## config.mk

```make
export PLATFORM = sky130hd
export DESIGN_NAME = conv_acc_requant
export DESIGN_NICKNAME = d
export VERILOG_FILES = /design/src/rtl/conv_acc_requant_pkg.sv /design/src/rtl/fxp_round_sat.sv /design/src/rtl/conv_acc_requant.sv
export SDC_FILE = /design/constraint.sdc
export NUM_CORES = 1
export LEC_CHECK = 0
export BUFFER_PORTS_ARGS = -buffer_cell sky130_fd_sc_hd__buf_4
export CAP_MARGIN = 20
export CORE_UTILIZATION = 53
export CTS_CLUSTER_DIAMETER = 50
export DETAILED_ROUTE_END_ITERATION = 10
export GPL_ROUTABILITY_DRIVEN = 1
export PLACE_DENSITY = 0.79
export SYNTH_ARGS = -nofsm -noshare
export SYNTH_HDL_FRONTEND = slang
export SYNTH_SLANG_ARGS = --single-unit
```

## constraint.sdc

```tcl
create_clock -name clk -period 2.2 [get_ports clk]
set_input_delay 0.11 -clock clk [delete_from_list [all_inputs] [get_ports clk]]
set_output_delay 0.11 -clock clk [all_outputs]
set_load 0.01 [all_outputs]
```

## src/rtl/conv_acc_requant_pkg.sv

```systemverilog
// Fixed-point constants shared by the MAC chain and the requantizer.
// Operands are Q7.8 in 16 bits; accumulators grow with the convolution size.
package conv_acc_requant_pkg;

    localparam int FXP_FRAC_BITS = 8;
    localparam int FXP_DATA_W    = 16;

    localparam logic [FXP_DATA_W-1:0] SAT_MAX       = 16'h7FFF;
    localparam logic [FXP_DATA_W-1:0] SAT_MIN       = 16'h8000;
    localparam logic [15:0]           SAT_COUNT_MAX = 16'hFFFF;

    // Product of two 16-bit operands is 32 bits; summing N of them needs clog2(N+1) guard bits.
    function automatic int acc_w(input int convol_size);
        return 32 + $clog2(convol_size + 1);
    endfunction

endpackage

```

## src/rtl/fxp_round_sat.sv

```systemverilog
// Combinational fixed-point helpers: round-half-up shift of the accumulator,
// and ReLU plus clip of the shifted value to the 16-bit output format.
module fxp_round_sat
    import conv_acc_requant_pkg::*;
#(
    parameter int ACC_W     = 36,
    parameter int FRAC_BITS = FXP_FRAC_BITS
) (
    input  logic [ACC_W-1:0]      acc_i,
    output logic [ACC_W:0]        r_o,
    input  logic [ACC_W:0]        r_i,
    input  logic                  relu_i,
    output logic [FXP_DATA_W-1:0] data_o,
    output logic                  sat_o
);

    localparam logic [ACC_W:0] HALF  = {{ACC_W{1'b0}}, 1'b1} << (FRAC_BITS - 1);
    localparam logic [ACC_W:0] R_MAX = {{(ACC_W + 1 - FXP_DATA_W){1'b0}}, SAT_MAX};
    localparam logic [ACC_W:0] R_MIN = {{(ACC_W + 1 - FXP_DATA_W){1'b1}}, SAT_MIN};

    logic signed [ACC_W:0] acc_ext;
    logic signed [ACC_W:0] sum_rnd;
    logic signed [ACC_W:0] r_s;

    // One extra bit of headroom so adding the half-LSB can never wrap.
    assign acc_ext = $signed({acc_i[ACC_W-1], acc_i});
    assign sum_rnd = acc_ext + $signed(HALF);
    assign r_o     = sum_rnd >>> FRAC_BITS;

    assign r_s = $signed(r_i);

    always_comb begin
        data_o = r_i[FXP_DATA_W-1:0];
        sat_o  = 1'b0;
        if (relu_i && r_s[ACC_W]) begin
            data_o = '0;
        end else if (r_s > $signed(R_MAX)) begin
            data_o = SAT_MAX;
            sat_o  = 1'b1;
        end else if (r_s < $signed(R_MIN)) begin
            data_o = SAT_MIN;
            sat_o  = 1'b1;
        end
    end

endmodule

```

## src/rtl/conv_acc_requant.sv

```systemverilog
// Two-stage requantizer for convolution accumulator sums: S1 rounds and shifts,
// S2 applies ReLU/saturation; a single global enable provides backpressure.
module conv_acc_requant
    import conv_acc_requant_pkg::*;
#(
    parameter int  Convol_Size = 9,
    parameter int  FRAC_BITS   = FXP_FRAC_BITS,
    localparam int ACC_W       = acc_w(Convol_Size)
) (
    input  logic                  clk,
    input  logic                  rst,
    input  logic [ACC_W-1:0]      in_acc,
    input  logic                  in_relu,
    input  logic                  in_valid,
    output logic                  in_ready,
    output logic [FXP_DATA_W-1:0] out_data,
    output logic                  out_sat,
    output logic                  out_valid,
    input  logic                  out_ready,
    output logic [15:0]           sat_count,
    input  logic                  sat_clr
);

    logic                  en;

    logic                  s1_valid_q, s1_valid_d;
    logic [ACC_W:0]        s1_r_q, s1_r_d;
    logic                  s1_relu_q, s1_relu_d;

    logic                  out_valid_q, out_valid_d;
    logic [FXP_DATA_W-1:0] out_data_q, out_data_d;
    logic                  out_sat_q, out_sat_d;
    logic [15:0]           sat_count_q, sat_count_d;

    logic [ACC_W:0]        r_rnd;
    logic [FXP_DATA_W-1:0] sat_data;
    logic                  sat_flag;

    fxp_round_sat #(
        .ACC_W     (ACC_W),
        .FRAC_BITS (FRAC_BITS)
    ) u_fxp (
        .acc_i  (in_acc),
        .r_o    (r_rnd),
        .r_i    (s1_r_q),
        .relu_i (s1_relu_q),
        .data_o (sat_data),
        .sat_o  (sat_flag)
    );

    // The whole pipe moves together: it stalls only while a finished beat waits downstream.
    assign en       = !out_valid_q || out_ready;
    assign in_ready = en;

    always_comb begin
        s1_valid_d  = s1_valid_q;
        s1_r_d      = s1_r_q;
        s1_relu_d   = s1_relu_q;
        out_valid_d = out_valid_q;
        out_data_d  = out_data_q;
        out_sat_d   = out_sat_q;
        sat_count_d = sat_count_q;

        if (en) begin
            s1_valid_d  = in_valid;
            out_valid_d = s1_valid_q;
            if (in_valid) begin
                s1_r_d    = r_rnd;
                s1_relu_d = in_relu;
            end
            if (s1_valid_q) begin
                out_data_d = sat_data;
                out_sat_d  = sat_flag;
            end
        end

        if (sat_clr) begin
            sat_count_d = '0;
        end else if (out_valid_q && out_ready && out_sat_q && (sat_count_q != SAT_COUNT_MAX)) begin
            sat_count_d = sat_count_q + 16'd1;
        end
    end

    always_ff @(posedge clk) begin
        if (rst) begin
            s1_valid_q  <= 1'b0;
            out_valid_q <= 1'b0;
            out_data_q  <= '0;
            out_sat_q   <= 1'b0;
            sat_count_q <= '0;
        end else begin
            s1_valid_q  <= s1_valid_d;
            out_valid_q <= out_valid_d;
            out_data_q  <= out_data_d;
            out_sat_q   <= out_sat_d;
            sat_count_q <= sat_count_d;
        end
    end

    // Intermediate data carries no reset; its valid bit qualifies it.
    always_ff @(posedge clk) begin
        s1_r_q    <= s1_r_d;
        s1_relu_q <= s1_relu_d;
    end

    assign out_valid = out_valid_q;
    assign out_data  = out_data_q;
    assign out_sat   = out_sat_q;
    assign sat_count = sat_count_q;

endmodule

```

# Word level (Yosys, flattened, before mapping)

Index checks and enable logic that the tools add are counted.

Logic and storage cells: 27
Flip-flop bits (word level): 65
Output and inout port bits: 35
Input bits: 42

Equality and inequality tests: 1
Mux-type cells: 6
$lt $le $gt $ge: 2
Reduce and logical (&&, ||, !) cells: 9
$add $sub $neg: 2

Operators by type and width:

| operator                                                               | count |
|---|---|
| 16-bit two-way mux                                                     | 3 |
| 36-bit by 9-bit adder with 37-bit output, second input constant        | 1 |
| 29-bit by 16-bit > comparator with 1-bit output, second input constant | 1 |
| 29-bit by 16-bit < comparator with 1-bit output, second input constant | 1 |
| 16-bit by 1-bit adder with 16-bit output, second input constant        | 1 |
| 16-bit != test, second input constant                                  | 1 |
| 1-bit logical AND                                                      | 4 |
| 2-bit AND reduction                                                    | 2 |
| 1-bit two-way mux                                                      | 3 |
| 2-bit OR reduction                                                     | 1 |
| 1-bit logical NOT                                                      | 1 |
| 1-bit logical OR                                                       | 1 |

# Depth between registers and ports, before layout

Gate-level depths: netlist (run 1).

Word-level depth: 4
Gate-level depth with buffers: 6
Mapped depth without buffers: 5

# Hierarchy

Synthesis (run 1) repeated with hierarchy kept, for this count alone.

Cells, all modules: 376
Area total of the unflattened synthesis: 3704.8 µm²

Modules (own cells, without submodules):

| module           | cells each | seq. area each (µm²) | instances | area each (µm²) |
|---|---|---|---|---|
| conv_acc_requant | 223        | 1841.8               | 1         | 2656.3 |
| fxp_round_sat    | 153        | 0.0                  | 1         | 1048.5 |

# Least setup slack after synthesis (run 1)

Ideal clock, no wire load.

Kind: reg2reg
Start: register out_valid_q, in the netlist out_valid
End: register s1_r_q[0], enable pin
Period minus slack after synthesis: 1.991 ns
Path slack: 0.209 ns
Cell stages (with the launch flop): 4
Setup time: 0.391 ns
Arrival: 1.601 ns
Data required time: 1.809 ns
Buffers on the path: 1
Path through: dfxtp_1 or2b_2 clkbuf_1 and2_1

Word-level cells in the longest chain between the ends: 3

RTL lines:

| item                          | RTL line                | RTL |
|---|---|---|
| start: declaration            | conv_acc_requant.sv:30  | `logic out_valid_q, out_valid_d;` |
| start signal: assignment      | conv_acc_requant.sv:93  | `out_valid_q <= out_valid_d;` |
| 1-bit logical NOT             | conv_acc_requant.sv:52  | `assign en = !out_valid_q \|\| out_ready;` |
| 1-bit logical OR              | conv_acc_requant.sv:52  |  |
| named net in_ready            | conv_acc_requant.sv:15  | `output logic in_ready,` |
| 2-bit AND reduction (no line) | --                      |  |
| end signal: assignment        | conv_acc_requant.sv:102 | `s1_r_q <= s1_r_d;` |
| end: declaration              | conv_acc_requant.sv:27  | `logic [ACC_W:0] s1_r_q, s1_r_d;` |

The timed path passes the listed nets, and every way through them passes these cells.
A chain may end at the register's enable or synchronous reset.

# Final worst setup path (run 1)

Start: register out_sat_q, in the netlist out_sat
End: register sat_count_q[7], in the netlist sat_count[7]

Word-level cells in the longest chain between the ends: 2

RTL lines:

| item                           | RTL line               | RTL |
|---|---|---|
| start: declaration             | conv_acc_requant.sv:32 | `logic out_sat_q, out_sat_d;` |
| start signal: assignment       | conv_acc_requant.sv:95 | `out_sat_q <= out_sat_d;` |
| 1-bit logical AND (2 in a row) | conv_acc_requant.sv:79 | `end else if (out_valid_q && out_ready && out_sat_q && (sat_count_q != SAT_COUNT_MAX)) begin` |
| end signal: assignment         | conv_acc_requant.sv:96 | `sat_count_q <= sat_count_d;` |
| end: declaration               | conv_acc_requant.sv:33 | `logic [15:0] sat_count_q, sat_count_d;` |

No other way between the ends.

==> impl_results.md, run 1 <==
* Outcome: finished clean
* Pwr Total at 2824 µW
* Hold Violations, Final at 0
* First-pass GRT wire length at between 10 and 15 mm
* Root Driver: clkbuf_8
* Postcts setup bufs at 0
* Die Y at 78.58 µm
* Worst Hold Class: in2reg
* Number of DRC violations after detailed-routing iteration 0 at 125
* Final wirelength at 6.905 mm
* Crit end category: flip-flop
* Vias in the first global route at 2492
* CP peak stage delay at 520 ps
* Clk sinks at 65
* Lkg Pwr at roughly 0.0014 µW
* CP delay by family, top: simple AND/OR/NAND/NOR gates
* Sequential share of the synthesized area at 0.5153
* Filler Cell Count at 442
* GRT Overall Usage at 0.2350
* Final min period at 1800 ps
* Worst Path Buf+Inv at 0
* DRT Pass-1 Iters at 4
* Hold path cells at 3
* Detailed Place HPWL at between 4 and 5 mm
* Synth unique cells at 43
* Max Cap Viol at 0
* Routability Congestion at 0.8152
* Synth top area cells: edfxtp_1 (29%), dfxtp_1 (23%), xnor2_1 (5.9%)
* Final setup TNS at 0 ps
* Area leader, netlist: edfxtp_1
* Starting Density at 0.5576
* Vias at 2706
* GR Overflow Total at 0
* CTS max path bufs at 2
* Layout area overhead at 28.14%
* Ant. Diodes at 0
* WS Path Type: reg2reg
* CTS tree: done
* Syn_area_per_cell at 10.03 µm²
* Skew final at 5.265 ps
* Clock transition at path regs at around 70 ps
* Fin nets at 431
* PwrDens at 709.1 mW/mm²
* Slowest-stage cell, CP: or3_1
* Type of origin of the critical path: flip-flop
* Syn nets at 354
* Actual slew at the worst max-slew pin at 680.7 ps
* Die X at 78.58 µm
* Worst r2r path cells at 4
* Final Cycle Share at 0.8180
* IO buf count at 69
* Largest net degree at the start of global routing at 33
* Post-Synthesis Cells at just over 300
* WP data arrival at 2060 ps
* EDFF count, synth at 30
* CP Depth at 4
* Die footprint at 0.006174 mm²
* Primary FF master, synth: dfxtp_1
* RSZ-0062 raised after global routing: no
* Cell breakdown of the critical path: nand3_4 > or3_1 > or4_1 > a21oi_1
* Vias per cell at around 5.8
* Remaining DRCs at 0
* Register area at 0.001602 mm²
* Max_slew headroom at 0.5420
* Yosys top cell area share at 0.2899
* Worst hold slack at 64.60 ps
* Area of the core at about 0.0056 mm²
* Synthesized cell area at 0.003108 mm²
* Area of the multi-input gates at 0.001433 mm²
* Max Freq at 555.7 MHz
* Share of layout cells above drive strength 1 at 0.2602
* Async set-reset flop share out of synthesis at 0
* Routed Antenna Nets at 0
* Clock Latency Late Sink at 330 ps
* #FFs+latches synth at 65
* Worst EP required at 2460 ps
* Initial antenna violation count at 0
* Worst ir drop on vdd at 0.4402 mV
* Std-Cell Rows at 27
* Final setup fails at 0
* Crit-path max FO at 9
* Yosys warns at 0
* TritonCTS Buffers at 9
* Boundary pin count at 77
* H-tree depth at 3
* Wire per inst at 14.88 µm
* Final slew viol count at 0
[path summary, 6_finish.rpt]
check | from | endpoint | slack (ps)
max | out_sat | sat_count[7] | 400
min | sat_clr | sat_count[12] | 60
max reg2reg | out_sat | sat_count[7] | 400
min reg2reg | out_data[15] | out_data[15] | 470
[worst min-delay path, cell delays in order]
cell	delay (ps)
buf_4	90
or3_1	90
o31ai_1	50
[repair_timing]
| action | CTS | global route |
|---|---|---|
| gates resized for setup | 0 | 0 |
| endpoints found under the setup margin | 0 | 0 |
| hold buffers | 1 | 0 |
| hold endpoints to repair | 1 | 0 |
[stage by stage]
step           area [µm²]  std cells  utilization  setup WS [ps]
2_1_floorplan        3108        310            -          208.7
3_3_place_gp         3729        447       0.6689          471.5
3_5_place_dp         3729        447       0.6689          411.7
4_1_cts              3983        464       0.7145          397.6
5_1_grt              3983        464       0.7145          243.6
6_report             3983        464       0.7145          400.4
[area by class of cell]
| cell class | instances | share of cell area |
|---|---|---|
| multi-input cells | 227 | 0.3597 |
| inverters | 5 | 0.004713 |
| flip-flops and latches | 65 | 0.4021 |
| repair buffers | 79 | 0.1495 |
| clock inverters | 5 | 0.02576 |
| well taps | 72 | 0.02262 |
| clock buffers | 11 | 0.03550 |
[flip-flops by register name, indices dropped and copies added (netlist names)]
| name | flops |
|---|---|
| out_data | 16 |
| out_sat | 1 |
| out_valid | 1 |
| s1_r_q | 29 |
| s1_relu_q | 1 |
| s1_valid_q | 1 |
| sat_count | 16 |
[Yosys cell counts, types with 5 or more instances]
library cell and number:
a221oi_1 15, edfxtp_1 30, nand4_1 13, clkbuf_1 7
o31ai_1 6, nor3_1 8, xor2_1 6, nand2_1 43
a21oi_1 24, buf_2 5, xnor2_1 21, nand3_1 19
nor4_1 9, inv_1 5, nor2_1 12, dfxtp_1 35
[cells by family (layout without fill, tap and decap cells)]
group / after synthesis / count (layout) / synth area share
and+or+nand+nor: 133 / 133 / 0.2311
DFF: 65 / 65 / 0.5153
AOI/OAI and AO/OA: 63 / 63 / 0.1393
xor gates and xnor gates: 27 / 27 / 0.07609
buffers and inverters: 18 / 100 / 0.02375
adders and majority gates: 2 / 2 / 0.008050
muxes: 2 / 2 / 0.006441
[power by group]
part	switching [µW]	internal, µW	total, µW	leakage (µW)
clock	454	782	1240	0.000120
combinational	124	110	234	0.000753
sequential	31.3	1320	1350	0.000575
[routing by layer]
layer | track usage | up-vias | part of all wire
met5 | 0 | - | 0
met4 | 0.07778 | 0 | 0.0075
met3 | 0.06977 | 6 | 0.057
met2 | 0.4104 | 90 | 0.51
met1 | 0.2731 | 1259 | 0.43
li1 | - | 1351 | -
[placed cells by master (no fill, tap or decap), types with 4 or more instances in the layout]
cell / instances
clkbuf_8: 10
edfxtp_1: 30
inv_1: 5
o31ai_1: 6
a31oi_1: 4
and4_1: 4
buf_4: 78
and3_1: 4
nor2_1: 12
o41ai_1: 4
nor4_1: 9
nand4_1: 13
nand3_1: 19
a21oi_1: 24
or3_1: 4
a221oi_1: 15
xor2_1: 6
dfxtp_1: 35
nand2_1: 43
xnor2_1: 21
or4_1: 4
nor3_1: 8
Power figures use the tool's default switching activity.
==> run 2, diff against run 1 <==
Settings changed: CORE_UTILIZATION 53 to 48, PLACE_DENSITY 0.79 to 0.76.
Clock period 2.2 ns to 1.5 ns, I/O delays scaled along.
==> run 2 against run 1 <==
  * The run now ends with negative setup slack left
  * Non-clock buffer count up 45
  * Clock skew shrank 1.4 ps
  * Die area up 10%
  * Worst hold slack got worse by 40 ps
  * Count of clock-buffer cells in the layout is 1 higher
  * Highest routed layer unchanged
==> impl_results.md, run 2 (synthesized netlist as in run 1, its figures left out) <==
* Outcome: complete, but fails checks
* Failing checks: negative setup slack
* CTS tree: done
* Max reg flops at 29 (unchanged)
* Layout area overhead at 49.84%
* Worst r2r path cells at 5 (+1)
* Actual slew at the worst max-slew pin at 380.8 ps (-299.9 ps)
* Final critical-path setup slack at -135.5 ps (-535.9 ps)
* Hold path cells at 3 (unchanged)
* Hold Violations, Final at 0 (unchanged)
* GRT Overall Usage at 0.2502 (+0.01524)
* Max_slew headroom at 0.7461 (+0.2041)
* Die Y at 82.47 µm (+5.0%)
* Worst ir drop on vdd at 0.7775 mV (+77%)
* Routability Congestion at 0.8609 (+5.6%)
* Die X at 82.47 µm (+5.0%)
* Crit. Startpoint: s1_relu_q
* Root Driver: clkbuf_8
* Worst Path Buf+Inv at 1 (+1)
* PwrDens at 886.7 mW/mm² (+25%)
* Detailed Place HPWL at 5.524 mm (+12%)
* Largest Register: s1_r_q
* Vias per cell at 5.850 (+0.30%)
* Max Freq at 611.4 MHz (+10%)
* Clock transition at path regs at 70 ps (about the same)
* DRT Pass-1 Iters at 4 (unchanged)
* Commonest non-fill, non-tap cell in the layout: buf_4
* Max Cap Viol at 0 (unchanged)
* RSZ-0062 raised after global routing: yes
* Initial antenna violation count at 0 (unchanged)
* Slowest-stage cell, CP: edfxtp_1
* R2R Path Start: s1_relu_q
* Wire per inst at 16.44 µm (+10%)
* Final min period at 1636 ps (-164.1 ps)
* GR Overflow Total at 0 (unchanged)
* Lkg Pwr at 0.001748 µW (+21%)
* Final setup TNS at -2152 ps (-2152 ps)
* Routed Antenna Nets at 0 (unchanged)
* Final wirelength at 8.418 mm (+22%)
* TritonCTS Buffers at 9 (unchanged)
* Largest net degree at the start of global routing at 32 (-3.0%)
* Final setup fails at 24 (+24)
* H-tree depth at 3 (unchanged)
* Clk sinks at 65 (unchanged)
* Boundary pin count at 77 (unchanged)
* Final Cycle Share at 1.090 (+0.2724)
* Number of DRC violations after detailed-routing iteration 0 at 119 (-4.8%)
* Skew final at 3.901 ps (-1.364 ps)
* CP Depth at 5 (+1)
* Hold_sp: sat_clr
* Crit end category: flip-flop
* Fin nets at 476 (+10%)
* Die footprint at 0.006800 mm² (+10%)
* Final slew viol count at 0 (unchanged)
* Starting Density at 0.5099 (-0.04772)
* Most frequent cells in the layout: buf_4 (115), nand2_1 (39), edfxtp_1 (30)
* Remaining DRCs at 0 (unchanged)
* WP data arrival at 1880 ps (-180 ps)
* First-pass GRT wire length at 12.55 mm (+12%)
* Std-Cell Rows at 28 (+3.7%)
* IO buf count at 69 (unchanged)
* Ant. Diodes at 0 (unchanged)
* CP peak stage delay at 420 ps (-100 ps)
* Worst Hold Class: in2reg
* WS Path Type: reg2reg
* Type of origin of the critical path: flip-flop
* Filler Cell Count at 425 (-3.8%)
* Clock Latency Late Sink at 330 ps (about the same)
* Worst EP required at 1750 ps (-710 ps)
* Cell breakdown of the critical path: nand4b_1 > o41ai_2 > nand3_1 > buf_6 > a221oi_2
* Crit-path max FO at 8 (-1)
* Vias at 2995 (+11%)
* Post-Place Setup Slack at -272.7 ps (-684.4 ps)
* CP delay by family, top: compound AO/OA/AOI/OAI gates
* Vias in the first global route at 2811 (+13%)
* Share of layout cells above drive strength 1 at 0.4577 (+0.1975)
* CTS max path bufs at 2 (unchanged)
* Area of the core at 0.006096 mm² (+9.4%)
run 2: cell count changes in the layout (fill, tap and decap cells not counted), sizes merged:
cell / before / now
clkinvlp: 1 / 0
clkbuf: 11 / 12
bufinv: 3 / 2
buf: 78 / 123
clkinv: 1 / 2
run 2: final cells by class:
type / count / area (µm²) / share of cell area
Tap cell: 75 / 93.84 / 0.02015
Timing Repair Buffer: 124 / 980.9 / 0.2106
Clock inverter: 4 / 73.82 / 0.01585
Multi-Input combinational cell: 227 / 1694 / 0.3638
Sequential cell: 65 / 1630 / 0.3501
Inverter: 5 / 18.77 / 0.004030
Clock buffer: 12 / 165.2 / 0.03546
run 2: worst paths after layout:
check                   to  slack, ps
max            out_data[2]       -140
min          sat_count[12]         20
max reg2reg    out_data[2]       -140
min reg2reg   out_data[15]        460
run 2: through the flow:
stage                     instance area [µm²]    util  total power, µW  instances  hold slack, ps
after floorplan                          3154       -             2176        310           173.9
after global placement                   4083  0.6697             2364        489           254.3
after detailed placement                 4083  0.6697             2382        489           255.7
after CTS                                4494  0.7373             4129        510           12.20
after global routing                     4657  0.7640             4270        512           33.92
final                                    4657  0.7640             4129        512           24.82
run 2: per-layer routing:
layer / wire, µm / global-route usage / vias up
met5: 0 / 0 / -
met4: 211 / 0.1316 / 0
met3: 460 / 0.06484 / 22
met2: 4451 / 0.4413 / 105
met1: 3295 / 0.2748 / 1426
li1: - / - / 1442
run 2: worst register-to-register path: stages, from the launching register on:
cell and delay (ps):
edfxtp_1 420, nand4b_1 210, o41ai_2 240, nand3_1 210, buf_6 210, a221oi_2 270
run 2: repair_timing:
item	4_1_cts	5_1_grt
setup endpoints to repair	27	30
pin swaps	8	15
hold buffers	1	0
hold endpoints to repair	1	0
setup buffers	3	2
resized for setup	26	35
gates cloned	1	0
run 2: where the power goes:
part           leakage [µW]  internal (µW)  total (µW)  switching [µW]
Clock              0.000123           1070        1740             670
Combinational       0.00104            194         410             216
Sequential         0.000583           1930        1980            47.1
